### src/rtl/eth_rx_stat_counters.sv
// rtl/eth_rx_stat_counters.sv - per-port RX event counters with snapshot bank, indirect read and masked error IRQ
//
// Purpose:
//   NETH x N_EVT live event counters (CNT_W bits each) fed by 1-cycle strobes.
//   A snapshot strobe copies every live counter into a shadow bank in one
//   edge, optionally restarting the live counters.  Software reads the shadow
//   bank through a select/data pair.  Per-event-type pending bits drive a
//   masked, registered interrupt.
//
// Ports:
//   clk          core clock
//   rst_n        asynchronous active-low reset
//   evt_i        event strobes, bit p*N_EVT+e = event type e on port p
//   snap_i       snapshot strobe (shadow <= live)
//   clr_all_i    clear live, shadow, overflow and pending state (highest priority)
//   rd_i         read strobe
//   rd_addr_i    counter index p*N_EVT+e
//   rd_data_o    shadow value of the addressed counter (1-cycle latency, held)
//   rd_val_o     rd_data_o valid pulse
//   ovf_o        sticky per-counter overflow flags
//   irq_mask_i   per-event-type interrupt enable
//   irq_o        pending-error interrupt

module eth_rx_stat_counters #(
   parameter int NETH        = 1,
   parameter int N_EVT       = 6,
   parameter int CNT_W       = 32,
   parameter int SATURATE    = 1,
   parameter int CLR_ON_SNAP = 1,
   parameter int N_CNT       = NETH * N_EVT,
   parameter int ADDR_W      = (N_CNT > 1) ? $clog2(N_CNT) : 1
) (
   input  logic              clk,
   input  logic              rst_n,
   input  logic [N_CNT-1:0]  evt_i,
   input  logic              snap_i,
   input  logic              clr_all_i,
   input  logic              rd_i,
   input  logic [ADDR_W-1:0] rd_addr_i,
   output logic [CNT_W-1:0]  rd_data_o,
   output logic              rd_val_o,
   output logic [N_CNT-1:0]  ovf_o,
   input  logic [N_EVT-1:0]  irq_mask_i,
   output logic              irq_o
);

   localparam logic [CNT_W-1:0]  CNT_MAX = '1;
   localparam logic [ADDR_W:0]   N_CNT_L = (ADDR_W + 1)'(N_CNT);
   localparam bit                SAT_EN  = (SATURATE != 0);
   localparam bit                CLR_EN  = (CLR_ON_SNAP != 0);

   logic [CNT_W-1:0] live_q   [N_CNT];
   logic [CNT_W-1:0] live_d   [N_CNT];
   logic [CNT_W-1:0] shadow_q [N_CNT];
   logic [CNT_W-1:0] shadow_d [N_CNT];
   logic [N_CNT-1:0] ovf_q, ovf_d;
   logic [N_EVT-1:0] pend_q, pend_d;
   logic             irq_q, irq_d;
   logic [CNT_W-1:0] rd_data_q, rd_data_d;
   logic             rd_val_q, rd_val_d;
   logic             snap_clr;

   // A clearing snapshot restarts live counters and flags from zero, but the
   // same-cycle event is still applied on top so it is never lost.
   assign snap_clr = snap_i & CLR_EN;

   always_comb begin
      ovf_d  = snap_clr ? '0 : ovf_q;
      pend_d = snap_clr ? '0 : pend_q;
      for (int i = 0; i < N_CNT; i++) begin
         shadow_d[i] = snap_i ? live_q[i] : shadow_q[i];
         live_d[i]   = snap_clr ? '0 : live_q[i];
         if (evt_i[i]) begin
            pend_d[i % N_EVT] = 1'b1;
            if (live_d[i] == CNT_MAX) begin
               ovf_d[i]  = 1'b1;
               live_d[i] = SAT_EN ? CNT_MAX : '0;
            end else begin
               live_d[i] = live_d[i] + CNT_W'(1);
            end
         end
      end

      if (clr_all_i) begin
         ovf_d  = '0;
         pend_d = '0;
         for (int i = 0; i < N_CNT; i++) begin
            live_d[i]   = '0;
            shadow_d[i] = '0;
         end
      end

      irq_d = |(pend_d & irq_mask_i);

      // Reads sample the shadow bank before this edge's snapshot/clear.
      rd_val_d  = rd_i;
      rd_data_d = rd_data_q;
      if (rd_i) begin
         if ({1'b0, rd_addr_i} < N_CNT_L) begin
            rd_data_d = shadow_q[rd_addr_i];
         end else begin
            rd_data_d = '0;
         end
      end
   end

   always_ff @(posedge clk or negedge rst_n) begin
      if (!rst_n) begin
         for (int i = 0; i < N_CNT; i++) begin
            live_q[i]   <= '0;
            shadow_q[i] <= '0;
         end
         ovf_q     <= '0;
         pend_q    <= '0;
         irq_q     <= 1'b0;
         rd_data_q <= '0;
         rd_val_q  <= 1'b0;
      end else begin
         live_q    <= live_d;
         shadow_q  <= shadow_d;
         ovf_q     <= ovf_d;
         pend_q    <= pend_d;
         irq_q     <= irq_d;
         rd_data_q <= rd_data_d;
         rd_val_q  <= rd_val_d;
      end
   end

   assign rd_data_o = rd_data_q;
   assign rd_val_o  = rd_val_q;
   assign ovf_o     = ovf_q;
   assign irq_o     = irq_q;

endmodule

### config.mk
export PLATFORM = sky130hd
export DESIGN_NAME = eth_rx_stat_counters
export DESIGN_NICKNAME = d
export VERILOG_FILES = /design/src/rtl/eth_rx_stat_counters.sv
export SDC_FILE = /design/constraint.sdc
export NUM_CORES = 1
export LEC_CHECK = 0
export ABC_CLOCK_PERIOD_IN_PS = 3270
export CAP_MARGIN = 20
export CELL_PAD_IN_SITES_DETAIL_PLACEMENT = 0
export CELL_PAD_IN_SITES_GLOBAL_PLACEMENT = 2
export CORE_MARGIN = 8
export CORE_UTILIZATION = 44
export CTS_CLUSTER_DIAMETER = 40
export DETAILED_ROUTE_END_ITERATION = 16
export GPL_ROUTABILITY_DRIVEN = 0
export GPL_TIMING_DRIVEN = 1
export PLACE_DENSITY_LB_ADDON = 0.25
export SLEW_MARGIN = 10
export SYNTH_ARGS = -nofsm -noshare
export SYNTH_HDL_FRONTEND = slang
export SYNTH_SLANG_ARGS = --single-unit
export TNS_END_PERCENT = 20
### constraint.sdc
create_clock -name clk -period 3.27 [get_ports clk]
set_clock_uncertainty 0.05 [all_clocks]
set_input_delay 0.654 -clock clk [delete_from_list [all_inputs] [get_ports clk]]
set_output_delay 0.654 -clock clk [all_outputs]
set_load 0.05 [all_outputs]
; Word-level counts from Yosys, hierarchy flattened
; Cells that the tools add are included.
[classes]
bitwise = 2
magnitude_cmp = 2
reduce_logical = 2
addsub = 6
eq_ne = 6
muxes = 52
[ops]
columns = cell, n
row1 = $mux W32, 27
row2 = $mux W192, 2
row3 = $add A32 B1 Y32 const B, 6
row4 = $eq A32 B32 Y1 const B, 6
row5 = $bmux W32 S3, 1
row6 = $mux W6, 4
row7 = $mux W1, 18
row8 = $and A6 B6 Y6, 1
row9 = $reduce_or A6 Y1, 1
row10 = $ge A4 B4 Y1 const B, 1
row11 = $not A3 Y4, 1
row12 = $lt A3 B3 Y1 const B, 1
row13 = $reduce_bool A2 Y1, 1
[word_totals]
wordCells = 87
input_bits = 20
ff_bits = 430
output_inout_bits = 40

; Depth between registers and ports, before layout
[logic_depth]
ltp_word = 5
mapped_depth = 9
ltp_nobuf = 5

; Worst setup path before layout
; Ideal clock, no wire load.
[synth_timing]
kind = input-to-reg
start = in snap_i
end = reg live_q[58] (netlist bit)
path_stages = 7
path_slack_ns = 0.721
required_ns = 3.083
path_buffers = 2
arrival_ns = 2.362
setup_time_ns = 0.137
cell_sequence = buf_6 > buf_2 > nand3b_1 > or4_1 > or4_1 > xnor2_1 > a21oi_1
[synth_rtl]
columns = element, line
row1 = start: declaration, 36  ; input logic snap_i,
row2 = end signal: assignment, 119  ; live_q <= live_d;
row3 = end: declaration, 52  ; logic [CNT_W-1:0] live_q [N_CNT];

; Worst setup path in the final report
[layout_timing]
start = reg rd_data_q[12] (netlist: rd_data_o[12])
end = out rd_data_o[12]
[layout_rtl]
columns = element, line
row1 = start: declaration, 59  ; logic [CNT_W-1:0] rd_data_q, rd_data_d;
row2 = start signal: assignment, 124  ; rd_data_q <= rd_data_d;
row3 = end: declaration, 40  ; output logic [CNT_W-1:0] rd_data_o,
; No word-level cell between the ends.

==> impl_metrics.yaml <==
status:
  status: "finished, final reports clean"
pwr:
  swShare: 0.242
  p_clk_frac: 0.557
  leakage_uw: 0.0112
  power_switching_uw: 3380
  p_seq_frac: 0.387
  p_int_uw: 10600
  vdd_drop_max_mv: 0.401
  p_per_area_nw_per_um2: 540
  p_comb_frac: 0.057
clock_network:
  cts_tree: "done"
  ctsRootBufferMaster: "clkbuf_16"
  cts.sinks: 430
  cts_buffer_depth: 3
  ctsResizeCount: 0
  h-tree-depth: 3
  cts_buffers: 75
  insertion_delay_ns: 0.61
  clkTransAtPathRegs_ns: 0.05
yosys:
  synthTopCellsByArea: "dfrtp_1, mux2i_1, nor2_1"
  synthArstFlopShare: 1.00
  syn_area_um2: 21700
  dominantRegCellSynth: "dfrtp_1"
  syn_nets: 2155
  synth_seq_cells: 430
  synth_top_cells_by_count: "dfrtp_1, nor2_1, mux2i_1"
  synth_most_common_cell: "dfrtp_1"
  synth_cell_types: 69
  avgSynthCellArea_um2: 10.2
  synth_edf_count: 0
  syn-instance-count: 2135
  yosys_warnings: 0
  synth_top_area_share: 0.496
  synth_area_leader_cell: "dfrtp_1"
  yosysSeqAreaShare: 0.496
worst_hold_path:
  worstHoldPathType: "in -> reg"
timing:
  worst_pin_slew_ns: 0.770
  max_freq_mhz: 395
  whs_ns: 0.440
  fin_crit_sh: 0.775
  setup_violations: 0
  relSlewSlack: 0.482
  final_hold_viol_count: 0
  layout_min_cycle_time_ns: 2.53
  tns_ns: 0
  rsz0062_at_grt: "false"
  maxSlewViolCount: 0
critical_path:
  required_ns: 2.57
  critPathMaxFanout: 2
  setup.worst_path.end_class: "primary output"
  start_kind: "flip-flop"
  critPathTopFamily: "buffers and inverters"
  slowest_stage: "clkdlybuf4s50_1"
  crit_chain: "clkdlybuf4s50_1"
  worstSetupPathType: "reg -> out"
  max_stage_delay_ns: 0.83
  worst_ep_arrival_time_ns: 1.83
  crit_buf_inv: 1
grt:
  grt_start_max_net_pins: 101
  grtUsageTotal: 0.219
  grt_overflow: 0
  grt_pass1_wl_mm: 99.1
  grt_pass1_vias: 16697
  antenna_found_initial: 0
cells_and_area:
  antenna_cells: 0
  fin_nets: 2240
  fin_util: 0.530
  layout-drive-gt1-share: 0.138
  area_growth_pct: 19.3
  design_area_um2: 25900
route:
  routedWlPerCell_um: 21.1
  drt-total-wl_mm: 62.1
  drcViolationCount: 0
  ant_nets: 0
  drtIter0Drc: 1110
  vias: 16757
  vias_per_cell: 5.70
  first_pass_iters: 6
die:
  coreArea_um2: 48800
  ios: 60
  die_area_um2: 56700
  die_h_um: 238
  fp.dieW_um: 238
  fp-row-count: 81
  start_util: 0.444
place:
  place_area_um2: 23400
  hpwl_mm: 42.5
  port_buffers: 59
flow_run:
  max_cap_viol_count: 0
[worst paths after layout]
| path | depth (start not counted) | slack, ns | end | startpoint |
|---|---|---|---|---|
| worst min-delay path | 1 | 0.44 | rd_val_o$_DFF_PN0_ | rd_i |
| worst min register to register | 2 | 0.46 | shadow_q[143]$_DFFE_PN0P_ | shadow_q[143]$_DFFE_PN0P_ |
| max in group asynchronous | 4 | 1.69 | live_q[65]$_DFF_PN0_ | rst_n |
| worst max register to register | 6 | 0.83 | live_q[143]$_DFF_PN0_ | live_q[152]$_DFF_PN0_ |
| min in group asynchronous | 2 | 0.59 | shadow_q[25]$_DFFE_PN0P_ | rst_n |
| worst max-delay path | 1 | 0.74 | rd_data_o[12] | rd_data_o[12]$_DFFE_PN0P_ |
[worst reg2reg max path: stages, from the launching register on]
cell and delay (ns):
dfrtp_1 0.50, and4b_1 0.31, nand4_2 0.16, or4_1 0.51, or4_1 0.44, buf_4 0.23
a21oi_1 0.15
[stage by stage]
stage                     setup WS (ns)  cells  power, uW
final                             0.736   2940      14000
after CTS                         0.682   2940      14200
after floorplan                   0.721   2135       5930
after detailed placement          0.266   2806       6310
after global routing              0.683   2940      14500
after global placement            0.244   2806       6300
[sequential cells by signal, indices dropped and copies added (netlist names)]
register	cells
irq_o	1
ovf_o	6
shadow_q	192
rd_data_o	32
rd_val_o	1
pend_q	6
live_q	192
[placed cells by master, fill, tap and decap left out, types with 44 or more instances in the layout]
master | netlist | final
clkbuf_16 | 0 | 77
nor3_1 | 51 | 51
nand3_1 | 65 | 65
dfrtp_1 | 430 | 430
nand4_1 | 46 | 46
a21oi_1 | 179 | 179
o21ai_0 | 47 | 47
clkdlybuf4s50_1 | 0 | 54
nor2_1 | 276 | 275
xnor2_1 | 70 | 70
nor2b_1 | 44 | 44
nand2_1 | 154 | 154
buf_4 | 0 | 79
mux2i_1 | 195 | 195
[cell type report]
type | count | area, um^2
fill | 4358 | 22900
sequential | 430 | 10800
multi-input combinational | 1538 | 10300
clock buffer | 92 | 2060
timing repair buffer | 150 | 1430
tap | 664 | 831
clock inverter | 41 | 459
inverter | 25 | 96.3
[logic make-up (layout without fill, tap and decap cells)]
group	count (synthesis)	in the layout	share of synthesized area
muxes	264	264	0.142
AOI/OAI and AO/OA	361	361	0.0992
DFF	430	430	0.496
buffers and inverters	167	308	0.0317
xor gates and xnor gates	83	83	0.0335
and+or+nand+nor	830	830	0.198
[per-layer routing]
layer / GRT usage / vias to the layer above / routed length, um
met1: 0.311 / 8446 / 29300
li1: - / 7889 / -
met5: 0 / - / 0
met2: 0.346 / 326 / 29200
met4: 0.0648 / 0 / 1450
met3: 0.0330 / 96 / 2120
[power by group through the flow]
| stage | clock [uW] | combinational [uW] | sequential [uW] |
|---|---|---|---|
| final | 7790 | 794 | 5410 |
| after global routing | 8220 | 856 | 5410 |
| after CTS | 7960 | 810 | 5410 |
| after detailed placement | 0 | 808 | 5500 |
| after global placement | 0 | 804 | 5500 |
| after floorplan | 0 | 333 | 5600 |
[what timing repair did]
action,CTS,global route
buffers inserted,0,0
hold buffers,1,0
endpoints found under the hold margin,19,0
(Power assumes the default switching activity.)
==> RTL change, RTL diff (same settings) <==
The parameter `SATURATE` goes from 1 to 0.
--- a/src/rtl/eth_rx_stat_counters.sv
+++ b/src/rtl/eth_rx_stat_counters.sv
@@ -25,7 +25,7 @@
    parameter int NETH        = 1,
    parameter int N_EVT       = 6,
    parameter int CNT_W       = 32,
-   parameter int SATURATE    = 1,
+   parameter int SATURATE    = 0,
    parameter int CLR_ON_SNAP = 1,
    parameter int N_CNT       = NETH * N_EVT,
    parameter int ADDR_W      = (N_CNT > 1) ? $clog2(N_CNT) : 1
Check against the original RTL: no difference found for any inputs over 4 cycles, from zero or initial values and one cycle with rst_n low; that may be too few to reach the edited logic, so the function may still have changed.
==> RTL change against the unedited design <==
- non-clock buffer count down 23
- sequential cell count unchanged
- maximum frequency down 1.6%
- sequential share of layout area about the same
- power up 6.1%
- setup slack worse by 0.040 ns
- design area about the same
- area after synthesis down 0.53%
- first-iteration DRC count down 0.54%
- wire length up 3.4%
- final cell count down 3.5%
- utilization up 0.20 points
- die area down 0.49%
- highest routed layer unchanged
==> RTL change: results (changes against the unedited design) <==
Run status
  – Status: complete, no violations (unchanged)

Global routing
  – GRT Overall Usage: 0.2304 (was 0.2193)
  – Vias in the first global route: 15912 (was 16697)
  – Pin count of the biggest net entering global routing: 152 (was 101)
  – Met3 global-route usage: 0.03822 (was 0.03299)
  – Antenna violations before repair: 0 (unchanged)
  – M1 GR Usage: 0.3052 (was 0.3112)
  – Met2 Use GR: 0.3814 (was 0.3461)
  – First-pass GRT wire length: 100200 um (was 99130 um)

CTS
  – CTS buffer count: 79 (was 75)
  – CTS H-tree lvls: 3 (unchanged)
  – Post-CTS Setup Bufs: 0 (unchanged)
  – Later-pin clock latency in the skew report: 0.60 ns
  – Post-CTS Hold Buffers: 0 (was 1)
  – Post_cts resized: 0 (unchanged)

Synthesis
  – Sequential fraction of the synthesis area: 0.4983 (was 0.4956)
  – Distinct cell type count after synthesis: 67 (was 69)
  – Post-synthesis net count: 2082 (was 2155)
  – Synth top area cells: dfrtp_1 (50%), mux2i_1 (8.9%), nor2_1 (7.6%) (was dfrtp_1 (50%), mux2i_1 (9.0%), nor2_1 (4.8%))
  – Most frequent cells after synthesis: nor2_1 (437), dfrtp_1 (430), mux2i_1 (192), nand2_1 (122), xnor2_1 (108) (was dfrtp_1 (430), nor2_1 (276), mux2i_1 (195), a21oi_1 (179), nand2_1 (154))

Route
  – DR DRC count: 0 (unchanged)
  – Vias per cell: 5.583 (was 5.700)
  – WL met3: 2777 um (was 2116 um)
  – Met2 WL: 31150 um (was 29250 um)
  – M1 wire length: 28170 um (was 29260 um)
  – Routed len/inst: 22.63 um (was 21.11 um)
  – First-pass DRT Iterations: 5 (was 6)
  – DRT iter0 DRCs: 1104 (was 1110)

Critical path
  – Max stage delay on crit path: 0.85 ns (was 0.83 ns)
  – Critical Path AT: 1.87 ns (was 1.83 ns)
  – Worst Path Max Fanout: 2 (unchanged)

Finish
  – Fillcell total: 4264 (was 4358)
  – Nets@finish: 2177 (was 2240)
  – Layout cell share with drive strength beyond 1: 0.1545 (was 0.1380)

Pwr
  – Worst IR drop on VDD: 0.0003719 V (was 0.0004009 V)
  – Pleak: 11.63 nW (was 11.21 nW)

Place
  – DP HPWL: 44810 um (was 42480 um)
  – Pre-CTS setup slack: 0.1222 ns (was 0.2657 ns)
  – Placed cell area: 23070 um2 (was 23370 um2)

STA
  – Worst slew margin: 0.3403 (was 0.4821)

Hold path
  – Hold Crit Class: in -> async (was in -> reg)
==> RTL change: layout make-up <==
| class | instances | area (um2) | share of cell area |
|---|---|---|---|
| diodes | 1 | 2.502 | 0.00009663 |
| clock inverters | 45 | 636.9 | 0.02459 |
| clock buffers | 98 | 2190 | 0.08455 |
| multi-input cells | 1491 | 10200 | 0.3940 |
| repair buffers | 127 | 1242 | 0.04798 |
| well taps | 622 | 778.2 | 0.03005 |
| inverters | 22 | 82.58 | 0.003189 |
| flip-flops and latches | 430 | 10760 | 0.4155 |
==> RTL change: logic make-up after synthesis <==
group,synth area share
and+or+nand+nor,0.2249
DFF,0.4983
muxes,0.1406
xor gates and xnor gates,0.07057
buffers and inverters,0.03019
AOI/OAI and AO/OA,0.03193
adders and majority gates,0.003476
==> RTL change: power breakdown <==
part / internal [W] / switching, W / total, W
sequential: 0.00538 / 0.0000332 / 0.00541
clock: 0.00579 / 0.00286 / 0.00865
combinational: 0.000243 / 0.000550 / 0.000793
total: 0.0114 / 0.00344 / 0.0149
==> RTL change: per-stage QoR <==
step           instances  hold slack, ns  total power, W  utilization
2_1_floorplan       2056          0.3084        0.005943            -
3_3_place_gp        2692          0.4464        0.006298       0.4742
3_5_place_dp        2692          0.4554        0.006303       0.4742
4_1_cts             2835         0.03228         0.01502       0.5323
5_1_grt             2835         0.05625         0.01533       0.5323
6_report            2836         0.02071         0.01485       0.5323
==> RTL change: path summary, 6_finish.rpt <==
check,from,to,slack [ns],cells past startpoint
setup / recovery,ovf_o[3],ovf_o[3],0.70,1
hold / removal,rst_n,shadow_q[35],0.02,1
setup reg to reg,live_q[0],live_q[15],0.82,8
hold reg to reg,shadow_q[16],shadow_q[16],0.46,2
max in group asynchronous,rst_n,shadow_q[170],2.25,2
min in group clk,clr_all_i,shadow_q[44],0.34,2
